File: src/rtl/wb4_sync_fifo_n_to_1.sv
// wb4_sync_fifo_n_to_1: single-clock Wishbone B4 pipelined FIFO. Each write
// takes one wide word of P_RATIO units, and each read returns one unit.
// Build option: define WB4_FIFO_N_TO_1_MSB_FIRST_EN to emit the most-significant
// unit of each word first. By default the least-significant unit comes first.
module wb4_sync_fifo_n_to_1 #(
  parameter int P_DATA_MSB = 7,
  parameter int P_RATIO    = 4,
  parameter int P_DEPTH    = 16
) (
  input  logic                                 i_wb4_sclk,
  input  logic                                 i_wb4_srst,
  input  logic                                 i_wb4_in_scyc,
  input  logic                                 i_wb4_in_sstb,
  output logic                                 o_wb4_in_sack,
  input  logic [P_RATIO*(P_DATA_MSB+1)-1:0]    i_wb4_in_sdata,
  output logic                                 o_wb4_in_sstall,
  input  logic                                 i_wb4_out_scyc,
  input  logic                                 i_wb4_out_sstb,
  output logic                                 o_wb4_out_sack,
  output logic [P_DATA_MSB:0]                  o_wb4_out_sdata,
  output logic                                 o_wb4_out_sstall,
  output logic [$clog2(P_DEPTH):0]             o_level
);

  localparam int UW = P_DATA_MSB + 1;
  localparam int WW = P_RATIO * UW;
  localparam int AW = $clog2(P_DEPTH);
  localparam int IW = $clog2(P_RATIO);

  logic [WW-1:0] mem [P_DEPTH];
  logic [AW:0]   wptr, rptr;
  logic [IW-1:0] uidx, sel;
  logic [WW-1:0] head;
  logic          empty, full, we, re, last;

  // Flags come only from registered pointers, so the stalls have no input path.
  assign empty = (wptr == rptr);
  assign full  = (wptr[AW-1:0] == rptr[AW-1:0]) && (wptr[AW] != rptr[AW]);

  assign we   = i_wb4_in_scyc & i_wb4_in_sstb & ~full;
  assign re   = i_wb4_out_scyc & i_wb4_out_sstb & ~empty;
  // P_RATIO is a power of 2, so "all ones" is the final unit of the word.
  assign last = &uidx;

`ifdef WB4_FIFO_N_TO_1_MSB_FIRST_EN
  // ~uidx equals P_RATIO-1-uidx because the index width is exactly log2(P_RATIO).
  assign sel = ~uidx;
`else
  assign sel = uidx;
`endif

  assign head = mem[rptr[AW-1:0]];

  assign o_wb4_in_sstall  = full;
  assign o_wb4_out_sstall = empty;
  assign o_level          = wptr - rptr;

  // Word storage. It has no reset, so its contents survive a reset.
  always_ff @(posedge i_wb4_sclk) begin
    if (we) mem[wptr[AW-1:0]] <= i_wb4_in_sdata;
  end

  // Pointers and unit index. The head word pops when its final unit is read.
  always_ff @(posedge i_wb4_sclk or posedge i_wb4_srst) begin
    if (i_wb4_srst) begin
      wptr <= '0;
      rptr <= '0;
      uidx <= '0;
    end else begin
      if (we) wptr <= wptr + 1'b1;
      if (re) begin
        uidx <= uidx + 1'b1;
        if (last) rptr <= rptr + 1'b1;
      end
    end
  end

  // Registered acknowledges and read data. The data register holds between reads.
  always_ff @(posedge i_wb4_sclk or posedge i_wb4_srst) begin
    if (i_wb4_srst) begin
      o_wb4_in_sack   <= 1'b0;
      o_wb4_out_sack  <= 1'b0;
      o_wb4_out_sdata <= '0;
    end else begin
      o_wb4_in_sack  <= we;
      o_wb4_out_sack <= re;
      if (re) o_wb4_out_sdata <= head[sel*UW +: UW];
    end
  end

endmodule
File: config.mk
export PLATFORM = sky130hd
export DESIGN_NAME = wb4_sync_fifo_n_to_1
export DESIGN_NICKNAME = d
export VERILOG_FILES = /design/src/rtl/wb4_sync_fifo_n_to_1.sv
export SDC_FILE = /design/constraint.sdc
export NUM_CORES = 1
export LEC_CHECK = 0
export ABC_AREA = 1
export BUFFER_PORTS_ARGS = -buffer_cell sky130_fd_sc_hd__clkbuf_2
export CAP_MARGIN = 20
export CORE_ASPECT_RATIO = 0.9
export CORE_MARGIN = 3
export CORE_UTILIZATION = 25
export CTS_CLUSTER_SIZE = 8
export DETAILED_ROUTE_END_ITERATION = 7
export GPL_TIMING_DRIVEN = 1
export PLACE_DENSITY_LB_ADDON = 0.2
export SYNTH_ARGS = -nofsm -noshare
export SYNTH_HDL_FRONTEND = slang
export SYNTH_SLANG_ARGS = --single-unit
export TNS_END_PERCENT = 10
File: constraint.sdc
create_clock -name i_wb4_sclk -period 4.05 [get_ports i_wb4_sclk]
set_input_delay 0 -clock i_wb4_sclk [delete_from_list [all_inputs] [get_ports i_wb4_sclk]]
set_output_delay 0 -clock i_wb4_sclk [all_outputs]
set_load 0.02 [all_outputs]
After elaboration in Yosys (flattened, before gate mapping):

Memory sizes are Yosys's and may differ from the RTL's.
Cells that the tools add are included.

* memories: 1
* word-level logic and storage cells: 25
* output and inout port bits: 17
* bits in registers: 22
* input bits: 38
* RAM bits: 512

* $add $sub $neg: 4
* reductions and logical operators: 2
* shifts and indexed selects: 1
* mux-type cells: 2
* bitwise operators: 6
* equal/unequal tests: 3

Memory list
* mem: depth 16, width 32, rd ports 1, clocked after memory_dff 0, wr ports 1, line 30 `logic [WW-1:0] mem [P_DEPTH];`

Operator list (count)
* indexed part select 32 x 6 -> 8 bit: 1
* adder 5 x 1 -> 5 bit, second input constant: 2
* == test 5 bit: 1
* subtractor 5 bit: 1
* AND 1 bit: 4
* == test 4 bit: 1
* AND reduction 3 bit: 1
* adder 2 x 1 -> 2 bit, second input constant: 1
* two-way mux 1 bit: 2
* inverter 1 bit: 2
* logical AND 1 bit: 1
* inequality test 1 bit: 1

Longest topological paths before layout:

* word-level depth: 6
* gate-level depth with buffers: 13
* gate-level depth less buffers: 11

Least setup slack after synthesis:

Ideal clock, no wire load.

* path type: reg-to-reg
* from: register rptr[2]
* to: memory mem[15][0] (netlist name), enable pin
* stages on the path, launching flop included: 9
* setup slack: -343 ps
* required time: 3585 ps
* library setup time: 465 ps
* buffers on the path: 2
* clock period less this slack: 4393 ps
* arrival: 3927 ps
* cell sequence: dfrtp_1 -> buf_2 -> inv_2 -> clkbuf_1 -> ha_1 -> nand4_1 -> or2_1 -> nand3_2 -> nor3_1

* word-level cells in the longest chain between the ends: 6

Ends and longest elaborated chain
* start: declaration: line 31 `logic [AW:0] wptr, rptr;`
* start signal: assignment: line 73 `if (last) rptr <= rptr + 1'b1;`
* == test 4 bit: line 38 `assign full = (wptr[AW-1:0] == rptr[AW-1:0]) && (wptr[AW] != rptr[AW]);`
* logical AND 1 bit: line 38
* inverter 1 bit: line 40 `assign we = i_wb4_in_scyc & i_wb4_in_sstb & ~full;`
* AND 1 bit: line 40
* two-way mux 1 bit: line 60 `if (we) mem[wptr[AW-1:0]] <= i_wb4_in_sdata;`
* two-way mux 1 bit (implied by the code): line 60
* end: declaration: line 30

No other way between the ends.

Final worst setup path:

* from: register rptr[3]
* to: memory mem[14][5] (netlist name), enable pin

* word-level cells in the longest chain between the ends: 6

Ends and longest elaborated chain
* == test 4 bit: line 38
* logical AND 1 bit: line 38
* inverter 1 bit: line 40
* AND 1 bit: line 40
* named net we: line 34 `logic empty, full, we, re, last;`
* two-way mux 1 bit: line 60
* two-way mux 1 bit (implied by the code): line 60

The timed path passes the listed nets, and every way through them passes these cells.

==> flow_summary.yaml <==
status:
  status: "completed"
route:
  drtIter0Drc: 1190
  drc: 0
  wl_per_cell_um: 20.3
  vias: 14800
  ant_nets: 0
  wl_met2_um: 31400
  m1WireLength_um: 31000
  first_pass_iters: 5
  wl_um: 67500
  routed_via_density: 4.45
  wl_met3_um: 3830
  top_layer: "met4"
floorplan:
  die_area_um2: 93400
  rows: 103
  die_w_um: 322
  pin_count: 55
  core_um2: 88400
  die_h_um: 290
  initial_utilization_pct: 25.4
logic_synthesis:
  ys_warn_count: 0
  syn-cell-area_um2: 22400
  synth_seq_cells: 534
  synth.distinct_cells: 28
  syn_inst: 2031
  synth.largest_area_cell: "edfxtp_1"
  yosys.area.top_type_share_pct: 68.5
  ys_seq_area_share_pct: 70.9
  avgSynthCellArea_um2: 11.1
  synth.top_cells.by_area: "edfxtp_1, nand2_1, nand3_1"
  syn_nets: 2080
sta:
  fin_crit_sh_pct: 87.4
  maxSlewHeadroom_pct: 19.9
  worstMarginPinSlew_ps: 1200
  setup_viol: 0
  finClkSkew_ps: 29.1
  hold-worst-slack_ps: 19.8
  timing.fmax_mhz: 283
  hold_viol_final: 0
  rsz0062_at_grt: "false"
  slew_violations: 0
  tns_ps: 0
  period_minus_slack_ps: 3540
worst_setup_path:
  crit_path_max_fanout: 13
  crit_chain: "clkinv_1, ha_1, nand4_1, or2_1, nand3_2, dlygate4sd3_1, inv_2, nand2_1, nor2_4, buf_12"
  crit_required_ps: 4350
  max_stage_delay_ps: 690
  slowest_stage: "dlygate4sd3_1"
  worstReg2RegStart: "rptr[3]$_DFFE_PP0P_"
  rr_worst_depth: 10
  critPathCaptureType: "flop"
  cp.depth: 10
  crit_buf_inv: 4
  worstPathArrival_ps: 3840
  start_kind: "flop"
  crit_type: "flop to flop"
  crit_start: "rptr[3]$_DFFE_PP0P_"
  crit_family: "simple AND/OR/NAND/NOR gates"
cts:
  cts_root_buffer: "clkbuf_16"
  clock_sinks: 534
  insertion_delay_ps: 610
  htree_levels: 3
  cts_tree: "built"
  clockBufferDepth: 3
  clkTransAtPathRegs_ps: 60
  cts_resized: 0
  postCtsHoldBufs: 38
  cts_setup_buffers: 0
  cts_buffers: 76
grt:
  antenna_found_initial: 1
  grtUsageTotal_pct: 14.5
  grt_pass1_wl_um: 100000
  grt_overflow_total: 0
  grt_max_degree: 224
  grt_pass1_vias: 14700
layout:
  postLayoutCellArea_um2: 26700
  final_nets: 2187
  syn_to_final_growth_pct: 19.1
  drive_above_1_share_pct: 9.62
  diodes: 0
worst_hold_path:
  hold_path.class: "input pin to asynchronous set/reset pin"
power_and_ir_drop:
  ir_drop_mv: 0.716
  p_per_area_nw_per_um2: 698
  p_leak_nw: 10.3
placed_design:
  portBuffers: 54
  dpl_cell_area_um2: 24200
  dpl.hpwl_um: 36400
  routabilityCongestion: 0.781
job:
  drv_cap: 0
[per-stage QoR]
step	total power [mW]	utilization, %	cells	setup WS, ps
3_3_place_gp	13.1	27.4	3177	1040
5_1_grt	19.8	30.3	3328	321
4_1_cts	18.9	30.3	3328	498
6_report	18.7	30.3	3328	512
3_5_place_dp	13.0	27.4	3177	1060
2_1_floorplan	10.8	-	2031	-261
[power breakdown]
group | leakage (nW) | internal [mW] | switching (mW)
Clock | 1.02 | 3.49 | 2.30
Combinational | 4.38 | 1.69 | 4.53
Sequential | 4.88 | 6.44 | 0.224
Total | 10.3 | 11.6 | 7.05
[cells in the mapped netlist (all sizes together)]
master / count
nand2: 728
inv: 178
buf: 82
nand4: 1
xor2: 12
nand3: 277
fa: 1
clkbuf: 24
nor3: 5
ha: 10
a21oi: 34
xnor2: 1
or2: 1
clkinv: 3
o21ai: 19
o211ai: 24
dfrtp: 22
nor2: 97
edfxtp: 512
[per-layer routing]
metal  vias to the layer above  global-route usage, %
met1                      7301                   20.3
li1                       7005                      -
met5                         -                      0
met2                       426                   23.2
met4                         0                   3.34
met3                        94                   2.64
[worst min-delay path: cells and delay by family]
family / cells / cell delay (ps)
buf+inv: 4 / 1040
[cell families after synthesis]
family                     after synthesis  share of synthesized area, %
AOI/OAI and AO/OA                       77                          1.98
DFF                                    534                          70.9
xor gates and xnor gates                13                         0.507
buffers and inverters                  287                          5.67
adders and majority gates               11                         0.647
and+or+nand+nor                       1109                          20.2
[registers in the layout, indices dropped and copies added (netlist names)]
| name | cells |
|---|---|
| wptr | 5 |
| sel | 2 |
| o_wb4_out_sdata | 8 |
| mem | 512 |
| o_wb4_in_sack | 1 |
| o_wb4_out_sack | 1 |
| rptr | 5 |
[area by class of cell]
cell class	count	area (um^2)
inverters	181	687
repair buffers	135	1190
flip-flops and latches	534	15900
well taps	1155	1450
clock inverters	5	61.3
multi-input cells	1210	5370
fillers	9060	61700
clock buffers	108	2060
[worst paths after layout]
kind / to / slack [ps]
setup / recovery: mem[14][5]$_DFFE_PP_ / 510
hold / removal: rptr[0]$_DFFE_PP0P_ / 20
setup reg to reg: mem[14][5]$_DFFE_PP_ / 510
hold reg to reg: wptr[4]$_DFFE_PP0P_ / 490
max in group asynchronous: rptr[1]$_DFFE_PP0P_ / 3700
min in group i_wb4_sclk: mem[11][4]$_DFFE_PP_ / 70
[cell usage in the layout, fill, tap and decap left out, drive strengths merged]
| cell type | netlist | final |
|---|---|---|
| a21oi | 34 | 34 |
| buf | 82 | 43 |
| clkbuf | 24 | 162 |
| clkinv | 3 | 7 |
| dfrtp | 22 | 22 |
| dlygate4sd3 | 0 | 38 |
| edfxtp | 512 | 512 |
| fa | 1 | 1 |
| ha | 10 | 10 |
| inv | 178 | 179 |
| nand2 | 728 | 728 |
| nand3 | 277 | 277 |
| nand4 | 1 | 1 |
| nor2 | 97 | 97 |
| nor3 | 5 | 5 |
| o211ai | 24 | 24 |
| o21ai | 19 | 19 |
| or2 | 1 | 1 |
| xnor2 | 1 | 1 |
| xor2 | 12 | 12 |
No activity file was read; power rests on OpenSTA's default activity.
